===== config.mk =====
export PLATFORM = sky130hd
export DESIGN_NAME = mem_word_arbiter_flat
export DESIGN_NICKNAME = d
export VERILOG_FILES = /design/src/rtl/mem_word_arbiter_if.sv /design/src/rtl/mem_word_arbiter.sv /design/src/flat_wrapper.sv
export SDC_FILE = /design/constraint.sdc
export NUM_CORES = 1
export LEC_CHECK = 0
export CAP_MARGIN = 20
export CORE_ASPECT_RATIO = 1.5
export CORE_UTILIZATION = 44
export CTS_CLUSTER_SIZE = 8
export DETAILED_ROUTE_END_ITERATION = 16
export GPL_TIMING_DRIVEN = 1
export PLACE_DENSITY = 0.87
export SLEW_MARGIN = 10
export SYNTH_ARGS = -nofsm -noshare
export SYNTH_HDL_FRONTEND = slang
export SYNTH_SLANG_ARGS = --single-unit

===== constraint.sdc =====
create_clock -name clk -period 2.29 [get_ports clk]
set_input_delay 0.458 -clock clk [delete_from_list [all_inputs] [get_ports clk]]
set_output_delay 0.458 -clock clk [all_outputs]
set_load 0.05 [all_outputs]

===== src/rtl/mem_word_arbiter_if.sv =====
// Bus bundle between the core's word ports, the arbiter and the 64-bit pmem port.
// slave  : the arbiter's view (serves the core's word requests, drives pmem).
// master : the environment's view (core requesters plus physical memory).
interface mem_word_arbiter_if;
   logic        instr_read;
   logic [31:0] instr_mem_address;
   logic        instr_mem_resp;
   logic [31:0] instr_mem_rdata;

   logic        data_read;
   logic        data_write;
   logic [3:0]  data_mbe;
   logic [31:0] data_mem_address;
   logic [31:0] data_mem_wdata;
   logic        data_mem_resp;
   logic [31:0] data_mem_rdata;

   logic        pmem_read;
   logic        pmem_write;
   logic [31:0] pmem_address;
   logic [63:0] pmem_wdata;
   logic        pmem_resp;
   logic [63:0] pmem_rdata;

   modport slave (
      input  instr_read, instr_mem_address,
      output instr_mem_resp, instr_mem_rdata,
      input  data_read, data_write, data_mbe, data_mem_address, data_mem_wdata,
      output data_mem_resp, data_mem_rdata,
      output pmem_read, pmem_write, pmem_address, pmem_wdata,
      input  pmem_resp, pmem_rdata
   );

   modport master (
      output instr_read, instr_mem_address,
      input  instr_mem_resp, instr_mem_rdata,
      output data_read, data_write, data_mbe, data_mem_address, data_mem_wdata,
      input  data_mem_resp, data_mem_rdata,
      input  pmem_read, pmem_write, pmem_address, pmem_wdata,
      output pmem_resp, pmem_rdata
   );
endinterface


===== src/rtl/mem_word_arbiter.sv =====
// Round-robin arbiter putting the 32-bit instruction and data ports onto one
// 64-bit pmem port. Reads pick a half of the beat; masked writes are done as
// read-modify-write because pmem has no byte enables.
module mem_word_arbiter (
   input  logic              clk,
   input  logic              rst,
   mem_word_arbiter_if.slave bus
);

   typedef enum logic [2:0] {
      IDLE, I_RD, D_RD, D_RMW_RD, D_RMW_WR, I_DONE, D_DONE
   } state_t;

   state_t      state, state_nx;
   logic        last;           // 0: instr granted last, 1: data granted last
   logic [31:0] addr_q;
   logic [31:0] wdata_q;
   logic [3:0]  mbe_q;
   logic [31:0] instr_rdata_q;
   logic [31:0] data_rdata_q;
   logic [63:0] beat_q;         // merged beat written back in D_RMW_WR

   logic        data_req;
   logic        gnt_i;
   logic        gnt_d;
   logic [31:0] rd_word;
   logic [63:0] merged;

   // A read+write request is a write; the op type lives in the state chosen at grant.
   assign data_req = bus.data_read | bus.data_write;
   assign rd_word  = addr_q[2] ? bus.pmem_rdata[63:32] : bus.pmem_rdata[31:0];

   // Grant only from IDLE; on a tie the side not served last wins.
   always_comb begin
      gnt_i = 1'b0;
      gnt_d = 1'b0;
      if (state == IDLE) begin
         if (bus.instr_read && (!data_req || last))
            gnt_i = 1'b1;
         else if (data_req)
            gnt_d = 1'b1;
      end
   end

   // Overlay the masked write bytes onto the half of the beat the word lives in.
   always_comb begin
      merged = bus.pmem_rdata;
      for (int b = 0; b < 8; b++) begin
         if ((b[2] == addr_q[2]) && mbe_q[b[1:0]])
            merged[b*8 +: 8] = wdata_q[b[1:0]*8 +: 8];
      end
   end

   // Next-state logic; DONE states always fall back to IDLE without granting.
   always_comb begin
      state_nx = state;
      unique case (state)
         IDLE: begin
            if (gnt_i)
               state_nx = I_RD;
            else if (gnt_d) begin
               if (!bus.data_write)
                  state_nx = D_RD;
               else if (bus.data_mbe == 4'h0)
                  state_nx = D_DONE;
               else
                  state_nx = D_RMW_RD;
            end
         end
         I_RD:     if (bus.pmem_resp) state_nx = I_DONE;
         D_RD:     if (bus.pmem_resp) state_nx = D_DONE;
         D_RMW_RD: if (bus.pmem_resp) state_nx = D_RMW_WR;
         D_RMW_WR: if (bus.pmem_resp) state_nx = D_DONE;
         I_DONE:   state_nx = IDLE;
         D_DONE:   state_nx = IDLE;
         default:  state_nx = IDLE;
      endcase
   end

   // State register; reset abandons any transaction in flight.
   always_ff @(posedge clk) begin
      if (!rst)
         state <= IDLE;
      else
         state <= state_nx;
   end

   // Request latching, round-robin pointer and read/merge capture.
   always_ff @(posedge clk) begin
      if (!rst) begin
         last          <= 1'b1;
         addr_q        <= '0;
         wdata_q       <= '0;
         mbe_q         <= '0;
         instr_rdata_q <= '0;
         data_rdata_q  <= '0;
         beat_q        <= '0;
      end else begin
         if (gnt_i) begin
            addr_q <= bus.instr_mem_address;
            last   <= 1'b0;
         end
         if (gnt_d) begin
            addr_q  <= bus.data_mem_address;
            wdata_q <= bus.data_mem_wdata;
            mbe_q   <= bus.data_mbe;
            last    <= 1'b1;
         end
         if (bus.pmem_resp) begin
            case (state)
               I_RD:     instr_rdata_q <= rd_word;
               D_RD:     data_rdata_q  <= rd_word;
               D_RMW_RD: beat_q        <= merged;
               default:  ;
            endcase
         end
      end
   end

   // All bus strobes and responses decode straight from state.
   assign bus.pmem_read       = (state == I_RD) || (state == D_RD) || (state == D_RMW_RD);
   assign bus.pmem_write      = (state == D_RMW_WR);
   assign bus.pmem_address    = {addr_q[31:3], 3'b000};
   assign bus.pmem_wdata      = beat_q;
   assign bus.instr_mem_resp  = (state == I_DONE);
   assign bus.data_mem_resp   = (state == D_DONE);
   assign bus.instr_mem_rdata = instr_rdata_q;
   assign bus.data_mem_rdata  = data_rdata_q;

endmodule


===== src/flat_wrapper.sv =====
// flat-port wrapper written by rule: the top's interface ports become plain ports
module mem_word_arbiter_flat 
  (clk, rst, bus_instr_read, bus_instr_mem_address, bus_instr_mem_resp, bus_instr_mem_rdata, bus_data_read, bus_data_write, bus_data_mbe, bus_data_mem_address, bus_data_mem_wdata, bus_data_mem_resp, bus_data_mem_rdata, bus_pmem_read, bus_pmem_write, bus_pmem_address, bus_pmem_wdata, bus_pmem_resp, bus_pmem_rdata);
  mem_word_arbiter_if bus_i ();
  input  logic clk;
  input  logic rst;
  input wire logic [$bits(bus_i.instr_read)-1:0] bus_instr_read;
  input wire logic [$bits(bus_i.instr_mem_address)-1:0] bus_instr_mem_address;
  output wire logic [$bits(bus_i.instr_mem_resp)-1:0] bus_instr_mem_resp;
  output wire logic [$bits(bus_i.instr_mem_rdata)-1:0] bus_instr_mem_rdata;
  input wire logic [$bits(bus_i.data_read)-1:0] bus_data_read;
  input wire logic [$bits(bus_i.data_write)-1:0] bus_data_write;
  input wire logic [$bits(bus_i.data_mbe)-1:0] bus_data_mbe;
  input wire logic [$bits(bus_i.data_mem_address)-1:0] bus_data_mem_address;
  input wire logic [$bits(bus_i.data_mem_wdata)-1:0] bus_data_mem_wdata;
  output wire logic [$bits(bus_i.data_mem_resp)-1:0] bus_data_mem_resp;
  output wire logic [$bits(bus_i.data_mem_rdata)-1:0] bus_data_mem_rdata;
  output wire logic [$bits(bus_i.pmem_read)-1:0] bus_pmem_read;
  output wire logic [$bits(bus_i.pmem_write)-1:0] bus_pmem_write;
  output wire logic [$bits(bus_i.pmem_address)-1:0] bus_pmem_address;
  output wire logic [$bits(bus_i.pmem_wdata)-1:0] bus_pmem_wdata;
  input wire logic [$bits(bus_i.pmem_resp)-1:0] bus_pmem_resp;
  input wire logic [$bits(bus_i.pmem_rdata)-1:0] bus_pmem_rdata;
  assign bus_i.instr_read = bus_instr_read;
  assign bus_i.instr_mem_address = bus_instr_mem_address;
  assign bus_instr_mem_resp = bus_i.instr_mem_resp;
  assign bus_instr_mem_rdata = bus_i.instr_mem_rdata;
  assign bus_i.data_read = bus_data_read;
  assign bus_i.data_write = bus_data_write;
  assign bus_i.data_mbe = bus_data_mbe;
  assign bus_i.data_mem_address = bus_data_mem_address;
  assign bus_i.data_mem_wdata = bus_data_mem_wdata;
  assign bus_data_mem_resp = bus_i.data_mem_resp;
  assign bus_data_mem_rdata = bus_i.data_mem_rdata;
  assign bus_pmem_read = bus_i.pmem_read;
  assign bus_pmem_write = bus_i.pmem_write;
  assign bus_pmem_address = bus_i.pmem_address;
  assign bus_pmem_wdata = bus_i.pmem_wdata;
  assign bus_i.pmem_resp = bus_pmem_resp;
  assign bus_i.pmem_rdata = bus_pmem_rdata;
  mem_word_arbiter u_core (.clk(clk), .rst(rst), .bus(bus_i));
endmodule

==> results of run 1 <==
[state kept, by name (all words and copies together), names as in the netlist]
name / flops
u_core.mbe_q: 4
u_core.bus.pmem_wdata: 64
u_core.last: 1
u_core.addr_q: 30
u_core.bus.instr_mem_rdata: 32
u_core.wdata_q: 32
u_core.bus.data_mem_rdata: 32
u_core.state: 3
[stage by stage]
| step | cell area [sq um] | std cells | worst slack, ps |
|---|---|---|---|
| after floorplan | 8630 | 917 | 516 |
| after global placement | 11900 | 1412 | 95.8 |
| after detailed placement | 11900 | 1412 | 24.1 |
| after CTS | 12500 | 1444 | 155 |
| after global routing | 12500 | 1445 | 128 |
| final | 12500 | 1445 | 181 |
[power breakdown]
| group | switching (mW) | leakage (nW) | internal, mW | total, mW |
|---|---|---|---|---|
| Clock | 1.31 | 0.290 | 1.75 | 3.05 |
| Combinational | 3.98 | 4.36 | 2.38 | 6.36 |
| Sequential | 0.560 | 1.61 | 4.22 | 4.78 |
| Total | 5.84 | 6.26 | 8.34 | 14.2 |
[layout make-up]
type / instances / area [sq um] / share of cell area (%)
Antenna cell: 1 / 2.50 / 0.0200
Clock buffer: 20 / 447 / 3.57
Clock inverter: 12 / 151 / 1.21
Inverter: 2 / 7.51 / 0.0600
Multi-Input combinational cell: 603 / 4070 / 32.5
Sequential cell: 198 / 3970 / 31.7
Tap cell: 256 / 320 / 2.56
Timing Repair Buffer: 353 / 3550 / 28.4
[worst min-delay path by stage]
stage                             from                  to  slack (ps)  cells past startpoint
CTS                                rst     u_core.state[2]         300                      3
floorplan           u_core.wdata_q[30]  u_core.wdata_q[30]         450                      2
global placement    u_core.wdata_q[30]  u_core.wdata_q[30]         460                      2
detailed placement  u_core.wdata_q[30]  u_core.wdata_q[30]         460                      2
finish                             rst     u_core.state[2]         320                      3
global route                       rst     u_core.state[1]         310                      2
[routing by layer]
layer	up-vias	wire length, um	global-route usage, %	share of wire [%]
met4	0	953	12.0	3.7
met2	282	13700	45.9	53
met5	-	0	0	0
met3	50	1470	5.94	5.7
li1	3723	-	-	-
met1	3755	9720	28.2	38
[cell families (layout without fill, tap and decap cells)]
family,Yosys count,count (layout)
mux,65,65
other cells,1,4
simple gates,329,329
compound gates,206,206
buf+inv,116,387
flops,198,198
[cells in the final DEF, fill, tap and decap left out, types with 2 or more instances in the layout]
master / count
sky130_fd_sc_hd__clkdlybuf4s50_1: 321
sky130_fd_sc_hd__nand2_1: 208
sky130_fd_sc_hd__dfxtp_1: 197
sky130_fd_sc_hd__o211a_1: 130
sky130_fd_sc_hd__nand3_1: 66
sky130_fd_sc_hd__mux2i_1: 65
sky130_fd_sc_hd__a21boi_0: 32
sky130_fd_sc_hd__and2_1: 31
sky130_fd_sc_hd__a221o_1: 30
sky130_fd_sc_hd__buf_4: 24
sky130_fd_sc_hd__clkbuf_16: 17
sky130_fd_sc_hd__buf_12: 8
sky130_fd_sc_hd__nand2b_1: 5
sky130_fd_sc_hd__nor2_1: 4
sky130_fd_sc_hd__a21boi_1: 4
sky130_fd_sc_hd__clkinv_2: 4
sky130_fd_sc_hd__conb_1: 3
sky130_fd_sc_hd__bufinv_16: 3
sky130_fd_sc_hd__and3b_1: 2
sky130_fd_sc_hd__nor2b_1: 2
sky130_fd_sc_hd__and3b_2: 2
sky130_fd_sc_hd__a21oi_1: 2
sky130_fd_sc_hd__inv_1: 2
sky130_fd_sc_hd__o21ai_0: 2
sky130_fd_sc_hd__clkinvlp_4: 2
sky130_fd_sc_hd__clkinv_4: 2
sky130_fd_sc_hd__clkbuf_1: 2
==> flow_summary.html, run 1 <==
<table>
<tr><th>Metric</th><th>Value</th></tr>
<tr><th colspan="2">Status</th></tr>
<tr><td>Result of the run</td><td>finished, final reports clean</td></tr>
<tr><th colspan="2">STA</th></tr>
<tr><td>Slew at the pin closest to its max-slew limit</td><td>827 ps</td></tr>
<tr><td>Max Transition Viols Final</td><td>0</td></tr>
<tr><td>Final hold slack</td><td>318 ps</td></tr>
<tr><td>Share of the clock period used by the worst path after layout</td><td>92.1%</td></tr>
<tr><td>Fmax achieved</td><td>0.474 GHz</td></tr>
<tr><td>Hold Vio Cnt, Final</td><td>0</td></tr>
<tr><td>Worst clock skew on the final layout</td><td>10.5 ps</td></tr>
<tr><td>Min cycle time layout</td><td>2110 ps</td></tr>
<tr><td>Max-slew headroom</td><td>44.9%</td></tr>
<tr><td>Setup Total Neg Slack</td><td>0 ps</td></tr>
<tr><td>Setup repair after global routing missed its margin</td><td>no</td></tr>
<tr><td>Setup-violating endpoint count in the final report</td><td>0</td></tr>
<tr><th colspan="2">Critical path</th></tr>
<tr><td>Setup slack of the most critical reg-to-reg path</td><td>510 ps</td></tr>
<tr><td>Family with the most delay on the worst path</td><td>buffers and inverters</td></tr>
<tr><td>Maximum fanout encountered on the critical timing path</td><td>2</td></tr>
<tr><td>Critical path class</td><td>reg2out</td></tr>
<tr><td>Timing startpoint of the critical path</td><td>u_core.bus.pmem_wdata[41]</td></tr>
<tr><td>Critical R2R Launch</td><td>u_core.addr_q[2]</td></tr>
<tr><td>Worst reg2reg path depth</td><td>5</td></tr>
<tr><td>CP endpoint</td><td>bus_pmem_wdata[41]</td></tr>
<tr><td>Kind of start point of the critical path</td><td>flop</td></tr>
<tr><td>CP cell instances</td><td>clkdlybuf4s50_1</td></tr>
<tr><td>Total stage count of the critical path</td><td>1</td></tr>
<tr><td>Number of buffers and inverters on the critical path</td><td>1</td></tr>
<tr><td>Slowest cell on crit path</td><td>sky130_fd_sc_hd__clkdlybuf4s50_1</td></tr>
<tr><td>Worst stage delay on the critical path</td><td>880 ps</td></tr>
<tr><td>Req. time, crit path</td><td>1830 ps</td></tr>
<tr><td>R2r endpoint</td><td>u_core.bus.data_mem_rdata[20]</td></tr>
<tr><td>Arrival time reported for the critical path endpoint</td><td>1650 ps</td></tr>
<tr><td>Category of the worst setup path capture point</td><td>primary output</td></tr>
<tr><th colspan="2">Yosys</th></tr>
<tr><td>Most frequently used flop master after synthesis</td><td>sky130_fd_sc_hd__dfxtp_1</td></tr>
<tr><td>Area share of and/or/nand/nor cells after synthesis</td><td>16.8%</td></tr>
<tr><td>Portion of netlist area occupied by mux cells</td><td>7.54%</td></tr>
<tr><td>Share of flip-flops with an asynchronous set or reset after synthesis</td><td>0%</td></tr>
<tr><td>Dominant cell by count in the synthesized netlist</td><td>sky130_fd_sc_hd__nand2_1</td></tr>
<tr><td>Yosys cell types</td><td>33</td></tr>
<tr><td>Largest family of logic cells by synthesized area</td><td>compound AO/OA/AOI/OAI gates</td></tr>
<tr><td>Sequential cell area fraction in the yosys report</td><td>46.0%</td></tr>
<tr><td>Synthesized instance count</td><td>915</td></tr>
<tr><td>Synth Cell Area</td><td>8620 sq um</td></tr>
<tr><td>Synthesized area per cell</td><td>9.42 sq um</td></tr>
<tr><td>Register bit count reported by yosys</td><td>198</td></tr>
<tr><td>Post-synthesis share of cell area spent on xor and xnor gates</td><td>0%</td></tr>
<tr><td>Number of enable-type register cells in the synthesized netlist</td><td>0</td></tr>
<tr><td>Compound-gate portion of the synthesized area</td><td>22.5%</td></tr>
<tr><td>Library cell with the largest summed area after synthesis</td><td>sky130_fd_sc_hd__dfxtp_1</td></tr>
<tr><td>Top post-synthesis cells by area</td><td>sky130_fd_sc_hd__dfxtp_1 (46%), sky130_fd_sc_hd__o211a_1 (15%), sky130_fd_sc_hd__nand2_1 (9.1%)</td></tr>
<tr><td>Area share of the leading cell type in the synthesized netlist</td><td>46.0%</td></tr>
<tr><td>Adder-cell area share of the yosys netlist</td><td>0%</td></tr>
<tr><td>Most frequent cells after synthesis</td><td>sky130_fd_sc_hd__nand2_1 (209), sky130_fd_sc_hd__dfxtp_1 (198), sky130_fd_sc_hd__o211a_1 (130)</td></tr>
<tr><td>Ys Warns</td><td>0</td></tr>
<tr><th colspan="2">Route</th></tr>
<tr><td>Number of optimization iterations in the first detailed-route pass</td><td>6</td></tr>
<tr><td>Wire length after detailed routing</td><td>25800 um</td></tr>
<tr><td>Ratio of routed vias to standard cells</td><td>5.40</td></tr>
<tr><td>DRC violation count after routing</td><td>0</td></tr>
<tr><td>Number of nets with antenna violations after routing</td><td>0</td></tr>
<tr><td>Detailed-route via count</td><td>7810</td></tr>
<tr><td>Detail-routed net length per standard cell</td><td>17.9 um</td></tr>
<tr><td>First DRT Iteration DRCs</td><td>535</td></tr>
<tr><th colspan="2">Floorplan</th></tr>
<tr><td>Cell Rows</td><td>62</td></tr>
<tr><td>Boundary Pins</td><td>334</td></tr>
<tr><td>Overall die area</td><td>20200 sq um</td></tr>
<tr><td>Area of the core</td><td>19200 sq um</td></tr>
<tr><td>Y dimension of the die</td><td>173 um</td></tr>
<tr><td>Starting density of the core</td><td>45.0%</td></tr>
<tr><td>Width of the die</td><td>116 um</td></tr>
<tr><th colspan="2">Clocking</th></tr>
<tr><td>Total of hold buffers inserted after clock tree synthesis</td><td>0</td></tr>
<tr><td>Clock root buffer</td><td>sky130_fd_sc_hd__clkbuf_16</td></tr>
<tr><td>Clock latency reported for the late side of the worst-skew pair</td><td>430 ps</td></tr>
<tr><td>Clock transition at the registers of the reported paths</td><td>70 ps</td></tr>
<tr><td>Count of H-tree levels built during CTS</td><td>4</td></tr>
<tr><td>TritonCTS clock tree</td><td>built</td></tr>
<tr><td>Total of cells resized after clock tree synthesis</td><td>0</td></tr>
<tr><td>Clock buffer count from CTS</td><td>17</td></tr>
<tr><td># clock sinks</td><td>198</td></tr>
<tr><td>Clock Tree Buf Depth</td><td>2</td></tr>
<tr><td>Total setup buffers inserted after CTS</td><td>0</td></tr>
<tr><th colspan="2">Power and ir drop</th></tr>
<tr><td>Peak VDD IR</td><td>0.846 mV</td></tr>
<tr><td>Final Total Pwr</td><td>14.2 mW</td></tr>
<tr><td>P_leak</td><td>6.26 nW</td></tr>
<tr><td>Power Density</td><td>1130 nW/um^2</td></tr>
<tr><th colspan="2">Placement</th></tr>
<tr><td>HPWL after detailed placement</td><td>18800 um</td></tr>
<tr><td>IO buf count</td><td>326</td></tr>
<tr><td>RePlAce Congestion</td><td>0.832</td></tr>
<tr><th colspan="2">Layout</th></tr>
<tr><td>Layout Area Growth over Synthesis</td><td>45.2%</td></tr>
<tr><td>Net count, final</td><td>1345</td></tr>
<tr><td>Layout cell share with drive strength beyond 1</td><td>6.14%</td></tr>
<tr><td>Final design utilization</td><td>65.4%</td></tr>
<tr><td>Fillers</td><td>1524</td></tr>
<tr><th colspan="2">Global routing</th></tr>
<tr><td>Wire length of the first global-routing pass</td><td>39700 um</td></tr>
<tr><td>Total GRT Usage</td><td>25.8%</td></tr>
<tr><td>Maximum number of pins on one net before global-route repair</td><td>84</td></tr>
<tr><td>Vias in the first global route</td><td>7590</td></tr>
<tr><td>Number of antenna violations at the first check in global routing</td><td>1</td></tr>
<tr><td>Total grt overflow</td><td>0</td></tr>
<tr><th colspan="2">Min path</th></tr>
<tr><td>Worst hold path type</td><td>in2reg</td></tr>
<tr><th colspan="2">Job</th></tr>
<tr><td>Total of max-cap violations</td><td>0</td></tr>
</table>
(Power assumes the default switching activity.)
==> run 2, diff against run 1 <==
--- a/config.mk
+++ b/config.mk
@@ -12,6 +12,7 @@
 export DETAILED_ROUTE_END_ITERATION = 16
 export GPL_TIMING_DRIVEN = 1
 export PLACE_DENSITY = 0.87
+export SKIP_LAST_GASP = 1
 export SLEW_MARGIN = 10
 export SYNTH_ARGS = -nofsm -noshare
 export SYNTH_HDL_FRONTEND = slang
==> results of run 2 <==
Final layout, timing and power as in run 1 (identical DEF).
